File: config.mk
export PLATFORM = sky130hd
export DESIGN_NAME = vga_sprite_engine
export DESIGN_NICKNAME = d
export VERILOG_FILES = /design/src/rtl/vga_timing_pkg.sv /design/src/rtl/vga_timing_gen.sv /design/src/rtl/vga_sprite_engine.sv
export SDC_FILE = /design/constraint.sdc
export NUM_CORES = 1
export LEC_CHECK = 0
export CORE_MARGIN = 2
export CORE_UTILIZATION = 40
export CTS_CLUSTER_SIZE = 12
export DETAILED_ROUTE_END_ITERATION = 8
export GPL_ROUTABILITY_DRIVEN = 0
export GPL_TIMING_DRIVEN = 0
export RECOVER_POWER = 50
export SETUP_SLACK_MARGIN = 0.5
export SLEW_MARGIN = 0
export SYNTH_ARGS = -nofsm -noshare
export SYNTH_HDL_FRONTEND = slang
export SYNTH_HIERARCHICAL = 1
export SYNTH_SLANG_ARGS = --single-unit
export TNS_END_PERCENT = 5
File: constraint.sdc
create_clock -name clk_40M -period 3.6 [get_ports clk_40M]
set_input_delay 0.9 -clock clk_40M [delete_from_list [all_inputs] [get_ports clk_40M]]
set_output_delay 0.9 -clock clk_40M [all_outputs]
set_load 0.02 [all_outputs]
File: src/rtl/vga_timing_pkg.sv
// Shared VGA timing defaults, pixel tag record and colour-index expansion
// used by the timing generator and the sprite engine.
package vga_timing_pkg;

    // Default 800x600 @ 60 Hz timing for a 40 MHz pixel clock
    localparam int H_PIXELS_DEF   = 800;
    localparam int H_FRONT_DEF    = 40;
    localparam int H_BACK_DEF     = 88;
    localparam int H_SYNCTIME_DEF = 128;
    localparam int V_LINES_DEF    = 600;
    localparam int V_FRONT_DEF    = 1;
    localparam int V_BACK_DEF     = 23;
    localparam int V_SYNCTIME_DEF = 4;

    // RGB12 layout: {r[3:0], g[3:0], b[3:0]}
    localparam int RGB_CH_W = 4;
    localparam int RGB_W    = 3 * RGB_CH_W;

    // Per-pixel tag carried alongside the ROM access so sync and colour stay aligned
    typedef struct packed {
        logic hs;
        logic vs;
        logic de;
        logic hit;
        logic fs;
    } pix_tag_t;

    // Total clocks (or lines) in one period of a timing axis
    function automatic int timing_period(input int active, input int front,
                                         input int back, input int sync);
        return active + front + back + sync;
    endfunction

    // Each index bit drives one full colour channel: bit2 -> R, bit1 -> G, bit0 -> B
    function automatic logic [RGB_W-1:0] idx_to_rgb12(input logic [2:0] idx);
        return {{RGB_CH_W{idx[2]}}, {RGB_CH_W{idx[1]}}, {RGB_CH_W{idx[0]}}};
    endfunction

endpackage

File: src/rtl/vga_timing_gen.sv
// Horizontal/vertical counters with raw (undelayed) sync, active-area and
// pixel-coordinate decode. Counter order per line: sync, back porch,
// visible, front porch.
module vga_timing_gen
    import vga_timing_pkg::*;
#(
    parameter int H_PIXELS   = H_PIXELS_DEF,
    parameter int H_FRONT    = H_FRONT_DEF,
    parameter int H_BACK     = H_BACK_DEF,
    parameter int H_SYNCTIME = H_SYNCTIME_DEF,
    parameter int V_LINES    = V_LINES_DEF,
    parameter int V_FRONT    = V_FRONT_DEF,
    parameter int V_BACK     = V_BACK_DEF,
    parameter int V_SYNCTIME = V_SYNCTIME_DEF
) (
    input  logic        clk,
    input  logic        rst_n,
    output logic        hs,
    output logic        vs,
    output logic        de,
    output logic [10:0] px,
    output logic [9:0]  py,
    output logic        line_start,
    output logic        frame_start
);

    localparam int H_PERIOD = timing_period(H_PIXELS, H_FRONT, H_BACK, H_SYNCTIME);
    localparam int V_PERIOD = timing_period(V_LINES, V_FRONT, V_BACK, V_SYNCTIME);

    localparam logic [11:0] H_LAST      = 12'(H_PERIOD - 1);
    localparam logic [11:0] H_SYNC_END  = 12'(H_SYNCTIME);
    localparam logic [11:0] H_ACT_START = 12'(H_SYNCTIME + H_BACK);
    localparam logic [11:0] H_ACT_END   = 12'(H_SYNCTIME + H_BACK + H_PIXELS);
    localparam logic [10:0] V_LAST      = 11'(V_PERIOD - 1);
    localparam logic [10:0] V_SYNC_END  = 11'(V_SYNCTIME);
    localparam logic [10:0] V_ACT_START = 11'(V_SYNCTIME + V_BACK);
    localparam logic [10:0] V_ACT_END   = 11'(V_SYNCTIME + V_BACK + V_LINES);

    logic [11:0] hcnt_q, hcnt_d;
    logic [10:0] vcnt_q, vcnt_d;

    // Next counter values: hcnt wraps every line, vcnt steps on each hcnt wrap
    always_comb begin
        hcnt_d = hcnt_q + 12'd1;
        vcnt_d = vcnt_q;
        if (hcnt_q == H_LAST) begin
            hcnt_d = '0;
            vcnt_d = (vcnt_q == V_LAST) ? '0 : vcnt_q + 11'd1;
        end
    end

    // Counter registers, cleared by reset so the next frame starts at (0,0)
    always_ff @(posedge clk) begin
        if (!rst_n) begin
            hcnt_q <= '0;
            vcnt_q <= '0;
        end else begin
            hcnt_q <= hcnt_d;
            vcnt_q <= vcnt_d;
        end
    end

    // Raw decode of the current counter position
    always_comb begin
        hs          = (hcnt_q < H_SYNC_END);
        vs          = (vcnt_q < V_SYNC_END);
        de          = (hcnt_q >= H_ACT_START) && (hcnt_q < H_ACT_END) &&
                      (vcnt_q >= V_ACT_START) && (vcnt_q < V_ACT_END);
        px          = 11'(hcnt_q - H_ACT_START);
        py          = 10'(vcnt_q - V_ACT_START);
        line_start  = (hcnt_q == '0);
        frame_start = (hcnt_q == '0) && (vcnt_q == '0);
    end

endmodule

File: src/rtl/vga_sprite_engine.sv
// VGA timing plus single-sprite renderer. Sprite position is shadowed once
// per frame; ROM address is built from a row base and a column counter;
// sync and colour leave through a common delay of ROM_LAT+2 clocks.
// Build option VGA_SPR_SCALE2X_EN draws the sprite 2x2 replicated.
// frame_start is the frame's (0,0) marker after the same delay, so it
// coincides with the falling edge of vsyncb.
module vga_sprite_engine
    import vga_timing_pkg::*;
#(
    parameter int H_PIXELS   = H_PIXELS_DEF,
    parameter int H_FRONT    = H_FRONT_DEF,
    parameter int H_BACK     = H_BACK_DEF,
    parameter int H_SYNCTIME = H_SYNCTIME_DEF,
    parameter int V_LINES    = V_LINES_DEF,
    parameter int V_FRONT    = V_FRONT_DEF,
    parameter int V_BACK     = V_BACK_DEF,
    parameter int V_SYNCTIME = V_SYNCTIME_DEF,
    parameter int SPR_W      = 200,
    parameter int SPR_H      = 200,
    parameter int ADDR_W     = 17,
    parameter int IDX_W      = 3,
    parameter int ROM_LAT    = 1
) (
    input  logic              clk_40M,
    input  logic              Reset_n,
    input  logic              spr_en,
    input  logic [10:0]       spr_x,
    input  logic [9:0]        spr_y,
    input  logic [RGB_W-1:0]  bg_color,
    output logic [ADDR_W-1:0] rom_addr,
    input  logic [IDX_W-1:0]  rom_data,
    output logic              hsyncb,
    output logic              vsyncb,
    output logic [RGB_W-1:0]  rgb,
    output logic              frame_start
);

`ifdef VGA_SPR_SCALE2X_EN
    localparam int SCALE = 2;
    logic x_sub_q, x_sub_d;
    logic y_sub_q, y_sub_d;
`else
    localparam int SCALE = 1;
`endif

    localparam logic [11:0]       WIN_W    = 12'(SPR_W * SCALE);
    localparam logic [10:0]       WIN_H    = 11'(SPR_H * SCALE);
    localparam logic [ADDR_W-1:0] ROW_STEP = ADDR_W'(SPR_W);
    localparam logic [ADDR_W-1:0] ONE      = ADDR_W'(1);

    logic        hs_s0, vs_s0, de_s0, ls_s0, fs_s0, hit_s0;
    logic [10:0] px_s0;
    logic [9:0]  py_s0;

    vga_timing_gen #(
        .H_PIXELS(H_PIXELS), .H_FRONT(H_FRONT), .H_BACK(H_BACK), .H_SYNCTIME(H_SYNCTIME),
        .V_LINES(V_LINES), .V_FRONT(V_FRONT), .V_BACK(V_BACK), .V_SYNCTIME(V_SYNCTIME)
    ) u_timing (
        .clk(clk_40M), .rst_n(Reset_n), .hs(hs_s0), .vs(vs_s0), .de(de_s0),
        .px(px_s0), .py(py_s0), .line_start(ls_s0), .frame_start(fs_s0)
    );

    logic              shd_en_q, shd_en_d;
    logic [10:0]       shd_x_q, shd_x_d;
    logic [9:0]        shd_y_q, shd_y_d;
    logic [ADDR_W-1:0] row_base_q, row_base_d;
    logic [ADDR_W-1:0] col_q, col_d;
    logic [ADDR_W-1:0] rom_addr_q, rom_addr_d;
    logic              hit_prev_q, hit_prev_d;
    pix_tag_t          tag_q [ROM_LAT+1];
    pix_tag_t          tag_d [ROM_LAT+1];
    pix_tag_t          tag_out;
    logic              hsyncb_q, hsyncb_d, vsyncb_q, vsyncb_d, fs_q, fs_d;
    logic [RGB_W-1:0]  rgb_q, rgb_d;

    // Sprite window test; right/bottom clipping comes from de, no wrap-around
    always_comb begin
        hit_s0 = de_s0 && shd_en_q &&
                 (px_s0 >= shd_x_q) && ({1'b0, px_s0} < ({1'b0, shd_x_q} + WIN_W)) &&
                 (py_s0 >= shd_y_q) && ({1'b0, py_s0} < ({1'b0, shd_y_q} + WIN_H));
    end

    // Frame shadow of the sprite request plus row-base/column address walk
    always_comb begin
        shd_en_d   = shd_en_q;
        shd_x_d    = shd_x_q;
        shd_y_d    = shd_y_q;
        row_base_d = row_base_q;
        col_d      = col_q;
        rom_addr_d = rom_addr_q;
        hit_prev_d = hit_s0;
`ifdef VGA_SPR_SCALE2X_EN
        x_sub_d    = x_sub_q;
        y_sub_d    = y_sub_q;
`endif
        if (ls_s0) begin
            col_d = '0;
`ifdef VGA_SPR_SCALE2X_EN
            x_sub_d = 1'b0;
`endif
        end
        if (hit_s0) begin
            rom_addr_d = row_base_q + col_q;
`ifdef VGA_SPR_SCALE2X_EN
            x_sub_d = ~x_sub_q;
            if (x_sub_q) col_d = col_q + ONE;
`else
            col_d = col_q + ONE;
`endif
        end
        // Falling edge of hit marks the end of a sprite row (including a clipped one)
        if (hit_prev_q && !hit_s0) begin
`ifdef VGA_SPR_SCALE2X_EN
            y_sub_d = ~y_sub_q;
            if (y_sub_q) row_base_d = row_base_q + ROW_STEP;
`else
            row_base_d = row_base_q + ROW_STEP;
`endif
        end
        if (fs_s0) begin
            shd_en_d   = spr_en;
            shd_x_d    = spr_x;
            shd_y_d    = spr_y;
            row_base_d = '0;
`ifdef VGA_SPR_SCALE2X_EN
            y_sub_d    = 1'b0;
`endif
        end
    end

    // Tag delay line: stage 0 enters, tag_q[ROM_LAT] lines up with rom_data
    always_comb begin
        tag_d[0] = '{hs: hs_s0, vs: vs_s0, de: de_s0, hit: hit_s0, fs: fs_s0};
        for (int i = 1; i <= ROM_LAT; i++) tag_d[i] = tag_q[i-1];
        tag_out = tag_q[ROM_LAT];
    end

    // Output stage: colour select and active-low syncs
    always_comb begin
        hsyncb_d = ~tag_out.hs;
        vsyncb_d = ~tag_out.vs;
        fs_d     = tag_out.fs;
        if (tag_out.hit)     rgb_d = idx_to_rgb12(rom_data[2:0]);
        else if (tag_out.de) rgb_d = bg_color;
        else                 rgb_d = '0;
    end

    // All engine state; reset clears every stage and parks syncs inactive
    always_ff @(posedge clk_40M) begin
        if (!Reset_n) begin
            shd_en_q   <= 1'b0;
            shd_x_q    <= '0;
            shd_y_q    <= '0;
            row_base_q <= '0;
            col_q      <= '0;
            rom_addr_q <= '0;
            hit_prev_q <= 1'b0;
`ifdef VGA_SPR_SCALE2X_EN
            x_sub_q    <= 1'b0;
            y_sub_q    <= 1'b0;
`endif
            for (int i = 0; i <= ROM_LAT; i++) tag_q[i] <= '0;
            hsyncb_q   <= 1'b1;
            vsyncb_q   <= 1'b1;
            fs_q       <= 1'b0;
            rgb_q      <= '0;
        end else begin
            shd_en_q   <= shd_en_d;
            shd_x_q    <= shd_x_d;
            shd_y_q    <= shd_y_d;
            row_base_q <= row_base_d;
            col_q      <= col_d;
            rom_addr_q <= rom_addr_d;
            hit_prev_q <= hit_prev_d;
`ifdef VGA_SPR_SCALE2X_EN
            x_sub_q    <= x_sub_d;
            y_sub_q    <= y_sub_d;
`endif
            tag_q      <= tag_d;
            hsyncb_q   <= hsyncb_d;
            vsyncb_q   <= vsyncb_d;
            fs_q       <= fs_d;
            rgb_q      <= rgb_d;
        end
    end

    assign rom_addr    = rom_addr_q;
    assign hsyncb      = hsyncb_q;
    assign vsyncb      = vsyncb_q;
    assign rgb         = rgb_q;
    assign frame_start = fs_q;

endmodule

* After elaboration in Yosys (flattened, before gate mapping)
Index checks and enable logic that the tools add are counted.
Cells by class: add/subtract/negate cells 9, multipliers 0, divide/modulo/power cells 0, magnitude comparators 10, eq/ne operators 2, shifts and indexed selects 0, muxes and demuxes 5, bitwise operators 3, reduce and logical (&&, ||, !) cells 16
Operator list (number):
- $mux W17 | 2
- $mux W12 | 2
- $add A17 B1 Y17 const B | 1
- $add A17 B17 Y17 | 1
- $add A17 B8 Y17 const B | 1
- $add A11 B8 Y12 const B | 1
- $add A12 B1 Y12 const B | 1
- $eq A12 B11 Y1 const B | 1
- $ge A12 B8 Y1 const B | 1
- $logic_not A12 Y1 | 1
- $lt A11 B12 Y1 | 1
- $lt A12 B10 Y1 const B | 1
- $lt A12 B8 Y1 const B | 1
- $add A10 B8 Y11 const B | 1
- $add A11 B1 Y11 const B | 1
- $eq A11 B10 Y1 const B | 1
- $ge A11 B11 Y1 | 1
- $ge A11 B5 Y1 const B | 1
- $logic_not A11 Y1 | 1
- $lt A10 B11 Y1 | 1
- $lt A11 B10 Y1 const B | 1
- $lt A11 B3 Y1 const B | 1
- $mux W11 | 1
- $sub A11 B8 Y11 const B | 1
- 7 further kinds | 19
Word-level totals: flip-flop bits (word level) 121, latch bits 0, bits in writable memories 0, memory bits (read-only) 0, output and inout port bits 32, word-level logic and storage cells 67, memories kept 0

* Depth between registers and ports, before layout
depth in word-level cells 11, gate-level depth with buffers 16, mapped depth without buffers 13

* Hierarchy
Netlist, hierarchy kept.
Modules (own cells, without submodules):
- vga_sprite_engine | times used 1, cells each 610, area an instance 5485.3 um^2
- vga_timing_gen | times used 1, cells each 197, area an instance 1610.3 um^2

* Worst setup path after synthesis
OpenSTA, ideal clock, no wires.
path kind register to register, start point register u_timing.hcnt_q[4], end point register col_q[10], library setup time 73 ps, arrival time 3063 ps, data required time 3527 ps, slack 463 ps, cell stages (with the launch flop) 15, period minus slack after synthesis 3137 ps, cells stage by stage dfxtp_1 > ha_1 > or2_2 > a31oi_1 > xor2_1 > ha_1 > a21o_1 > a211oi_1 > o21ai_0 > and4_1 > buf_6 > or3_1 > buf_6 > buf_12 > a31oi_4
RTL lines:
- from (decl) | RTL line vga_timing_gen.sv:39 | logic [11:0] hcnt_q, hcnt_d;
- from (signal assigned) | RTL line vga_timing_gen.sv:58 | hcnt_q <= hcnt_d;
- $sub A11 B8 Y11 (*) | RTL line vga_timing_gen.sv:69 | px = 11'(hcnt_q - H_ACT_START);
- via px_s0[9] | RTL line vga_sprite_engine.sv:52 | logic [10:0] px_s0;
- $ge A11 B11 Y1 | RTL line vga_sprite_engine.sv:79 | (px_s0 >= shd_x_q) && ({1'b0, px_s0} < ({1'b0, shd_x_q} + WIN_W)) &&
- $logic_and A1 B1 Y1 | RTL line vga_sprite_engine.sv:78 | hit_s0 = de_s0 && shd_en_q &&
- $logic_and A1 B1 Y1 (*) (2 in series) | RTL line vga_sprite_engine.sv:79
- $logic_and A1 B1 Y1 (*) | RTL line vga_sprite_engine.sv:80 | (py_s0 >= shd_y_q) && ({1'b0, py_s0} < ({1'b0, shd_y_q} + WIN_H));
- $mux W17 or $reduce_bool A2 Y1 (tied branches)
- to (signal assigned) | RTL line vga_sprite_engine.sv:172 | col_q <= col_d;
- to (decl) | RTL line vga_sprite_engine.sv:67 | logic [ADDR_W-1:0] col_q, col_d;
Mark *: on every way through the listed nets, which the timed path passes. The rest lies on a longest branch. A chain may end at the register's enable or synchronous reset.

* Worst setup path after layout
start point register u_timing.vcnt_q[1], end point register row_base_q[9]
RTL lines:
- from (decl) | RTL line vga_timing_gen.sv:40 | logic [10:0] vcnt_q, vcnt_d;
- from (signal assigned) | RTL line vga_timing_gen.sv:59 | vcnt_q <= vcnt_d;
- $sub A10 B5 Y10 (*) | RTL line vga_timing_gen.sv:70 | py = 10'(vcnt_q - V_ACT_START);
- via py_s0[5] | RTL line vga_sprite_engine.sv:53 | logic [9:0] py_s0;
- $ge A10 B10 Y1 | RTL line vga_sprite_engine.sv:80
- $logic_and A1 B1 Y1 | RTL line vga_sprite_engine.sv:79
- $logic_and A1 B1 Y1 (*) | RTL line vga_sprite_engine.sv:80
- $logic_not A1 Y1 (*) | RTL line vga_sprite_engine.sv:112 | if (hit_prev_q && !hit_s0) begin
- $logic_and A1 B1 Y1 (*) | RTL line vga_sprite_engine.sv:112
- to (signal assigned) | RTL line vga_sprite_engine.sv:171 | row_base_q <= row_base_d;
- to (decl) | RTL line vga_sprite_engine.sv:66 | logic [ADDR_W-1:0] row_base_q, row_base_d;
Marked as above.

==> summary.txt <==
Outcome
  – Outcome: finished, final reports clean

Floorplanning
  – Die area: 18820 um^2
  – Core footprint: around 17000 um^2
  – # rows: 48
  – Initial Util: between 40% and 50%
  – Die height: 137.2 um
  – Io pins: slightly above 70
  – Die width: roughly 140 um

Hold path
  – Worst Hold Endpoint: hsyncb
  – Hold path cells: 1
  – Worst min-delay path category: register to register
  – Hold path startpoint: tag_out[4]

Synth
  – EDFF count, synth: 0
  – Post-synthesis sequential area ratio: 33.29%
  – Top cell type's share of synthesized area: 33.29%
  – Flop and latch count out of synthesis: approximately 120
  – Syn Area/Cell: between 8 and 9 um^2
  – Yosys top cell by area: dfxtp_1
  – Cell Area, Synth: 7096 um^2
  – Top cells by area, synth: dfxtp_1 33%, ha_1 10%, mux2i_1 4.9%
  – Top post-synthesis cells by count: 118 x dfxtp_1, 73 x nor2_1, 61 x nand2_1
  – Syn_nets: 905
  – Post-synthesis async set-or-reset flop share: 0%
  – Most common cell in the netlist: dfxtp_1
  – Ys flop type: dfxtp_1
  – Netlist cell types: 74
  – Yosys warns: 6
  – Syn Inst Count: 807

Critical path
  – CP Capture Type: register
  – Critical Path Fanout Max: 6
  – Reg2reg path depth: 16
  – Launch point of the worst path: u_timing/vcnt_q[1]
  – R2r endpoint: row_base_q[9]
  – Worst EP required: just under 4000 ps
  – FF-to-FF setup slack: around 330 ps
  – Reg2Reg Launch Point: u_timing/vcnt_q[1]
  – Startpoint Class: register
  – Critical Path AT: between 3000 and 4000 ps
  – CP Class: register to register

Timing
  – RSZ-0062 raised after global routing: yes
  – Peak Freq: between 300 and 400 MHz
  – Clock skew: between 10 and 15 ps
  – Min Tclk post-route: between 3000 and 4000 ps
  – Max Slew Vio Count: 0
  – Final setup viols: 0
  – Relative slew margins: between 40% and 50%
  – Least-Margin Pin Slew: 843.6 ps
  – Final hold violation count: 0
  – Final period utilization: roughly nine tenths

GRT
  – Global route total overflow: 0
  – Antenna violations before repair: 0
  – GRT Total Usage: around 20%
  – Vias in the first global route: just under 6000
  – First-pass GRT wire length: between 20 and 30 mm
  – Largest net degree at the start of global routing: 17

Finish
  – Final antenna diode count: 0
  – Area growth, synth to finish: 33.61%
  – Final Core Density: between 50% and 60%
  – Share of post-route cells with drive strength above 1: 16.58%
  – Nets: slightly above 1000
  – Fillcell total: 1547
  – Cell area after layout: roughly 9500 um^2

Power and ir drop
  – Clk pwr share: approximately 50%
  – Switching share of total power: around 25%
  – Flop pwr share: roughly 39%
  – P_int: roughly 2.6 mW
  – Pleak: approximately 3.6 nW
  – Psw: approximately 860 uW
  – Logic pwr share: about an eighth
  – Cell Pwr Density: between 300 and 400 nW/um^2
  – Peak VDD IR: approximately 0.34 mV

Route
  – Vias per cell: approximately 5.3
  – Final WL: roughly 18 mm
  – Routed Antenna Nets: 0
  – DRT iter0 DRCs: 358
  – DR DRC count: 0
  – Via Count: between 6000 and 7000
  – Drt first pass iters: 4
  – DR WL/cell: 15.71 um

Clock tree
  – CTS tree: yes
  – CTS Buf Count: 17
  – CTS root buf: clkbuf_16
  – CTS Buffer Depth: 2
  – # H-tree levels: 4
  – # clock sinks: roughly 120
  – Hold-fix buffers, CTS: 0
  – Clk_lat worst skew: approximately 420 ps
  – Clock-pin slew on the worst setup and hold paths: 60 ps

Place
  – Number of port buffers: 70
  – Area after DPL: just over 8000 um^2
  – DP HPWL: about 13 mm

Job
  – MaxCap Viol Count: 0
worst max-delay path, cell delays in order (launching register included):
cell,delay [ps]
dfxtp_4,360
buf_12,130
a21oi_4,200
buf_6,130
nor2_1,50
xnor2_2,270
ha_1,300
nand2_2,80
o2111ai_2,130
a21oi_2,190
a2111oi_4,50
and4_1,200
buf_6,130
buf_4,130
bufbuf_16,250
or4_1,460
a21oi_1,140
routing by layer:
layer / global-route usage, % / part of all wire (%) / vias to the layer above
met5: 0 / 0 / -
met4: 6.128 / 2.1 / 0
met1: 26.51 / 46 / 2892
met2: 32.31 / 47 / 134
met3: 4.673 / 4.8 / 25
li1: - / - / 3140
sequential cells by signal, summed over array words and instances, names as in the netlist, 10 cells and up:
register and flops:
col_q 17, rom_addr 17, row_base_q 14, rgb 12
u_timing/hcnt_q 12, shd_x_q 11, u_timing/vcnt_q 11, shd_y_q 10
cells in the final DEF, fill, tap and decap left out, types with 12 or more instances in the layout:
cell / instances
a21oi_1: 51
a31oi_1: 17
and3_1: 13
buf_4: 28
buf_6: 13
clkbuf_1: 20
clkbuf_16: 18
clkdlybuf4s50_1: 37
dfxtp_1: 112
dlygate4sd3_1: 33
ha_1: 49
inv_1: 42
mux2i_1: 35
nand2_1: 59
nand3_1: 22
nand3b_1: 15
nor2_1: 68
o21ai_0: 20
o31ai_1: 12
or4_1: 13
xnor2_1: 36
power groups by stage:
stage          Clock [mW]  Sequential, mW  Combinational [mW]
2_1_floorplan           0            1.39               0.256
3_3_place_gp            0            1.40               0.370
3_5_place_dp            0            1.40               0.374
4_1_cts              1.76            1.37               0.406
5_1_grt              1.81            1.38               0.463
6_report             1.72            1.37               0.415
how the worst max path moves through the flow:
stage / to / slack [ps]
after CTS: col_q[14] / 360
after detailed placement: col_q[14] / -260
final: row_base_q[9] / 330
after floorplan: rom_addr[10] / 510
after global routing: row_base_q[9] / 170
after global placement: col_q[10] / -220
logic make-up after synthesis:
logic type                 share of synthesized area (%)
AOI/OAI and AO/OA                                  17.14
xor gates and xnor gates                           5.925
adders and majority gates                          10.51
buffers and inverters                              6.895
DFF                                                33.29
muxes                                              5.255
and+or+nand+nor                                    20.98
cell type report:
| type | instances | area [um^2] | share of cell area (%) |
|---|---|---|---|
| plain buffers | 47 | 386.6 | 4.078 |
| clock buffers | 19 | 442.9 | 4.672 |
| clock inverters | 12 | 153.9 | 1.623 |
| inverters | 43 | 161.4 | 1.703 |
| multi-input cells | 599 | 4547 | 47.96 |
| flip-flops and latches | 118 | 2377 | 25.08 |
| well taps | 225 | 281.5 | 2.970 |
| repair buffers | 103 | 1130 | 11.92 |
per-stage QoR:
stage / TNS [ps] / cells / total power, mW / hold slack, ps / setup WS (ps)
final: 0 / 1166 / 3.505 / 357.4 / 329.1
after global routing: 0 / 1166 / 3.649 / 367.9 / 173.7
after CTS: 0 / 1156 / 3.534 / 358.1 / 362.5
after detailed placement: -7331 / 1102 / 1.776 / 346.7 / -261.9
after global placement: -6479 / 1102 / 1.772 / 347.9 / -219.1
after floorplan: 0 / 807 / 1.651 / 343.4 / 514.2
what timing repair did:
action / CTS / global route
setup buffers: 18 / 9
gates cloned: 5 / 1
resized for setup: 56 / 36
endpoints found under the setup margin: 69 / 59
pin swaps: 26 / 25
Note: power is estimated with default switching activity, not from simulation.
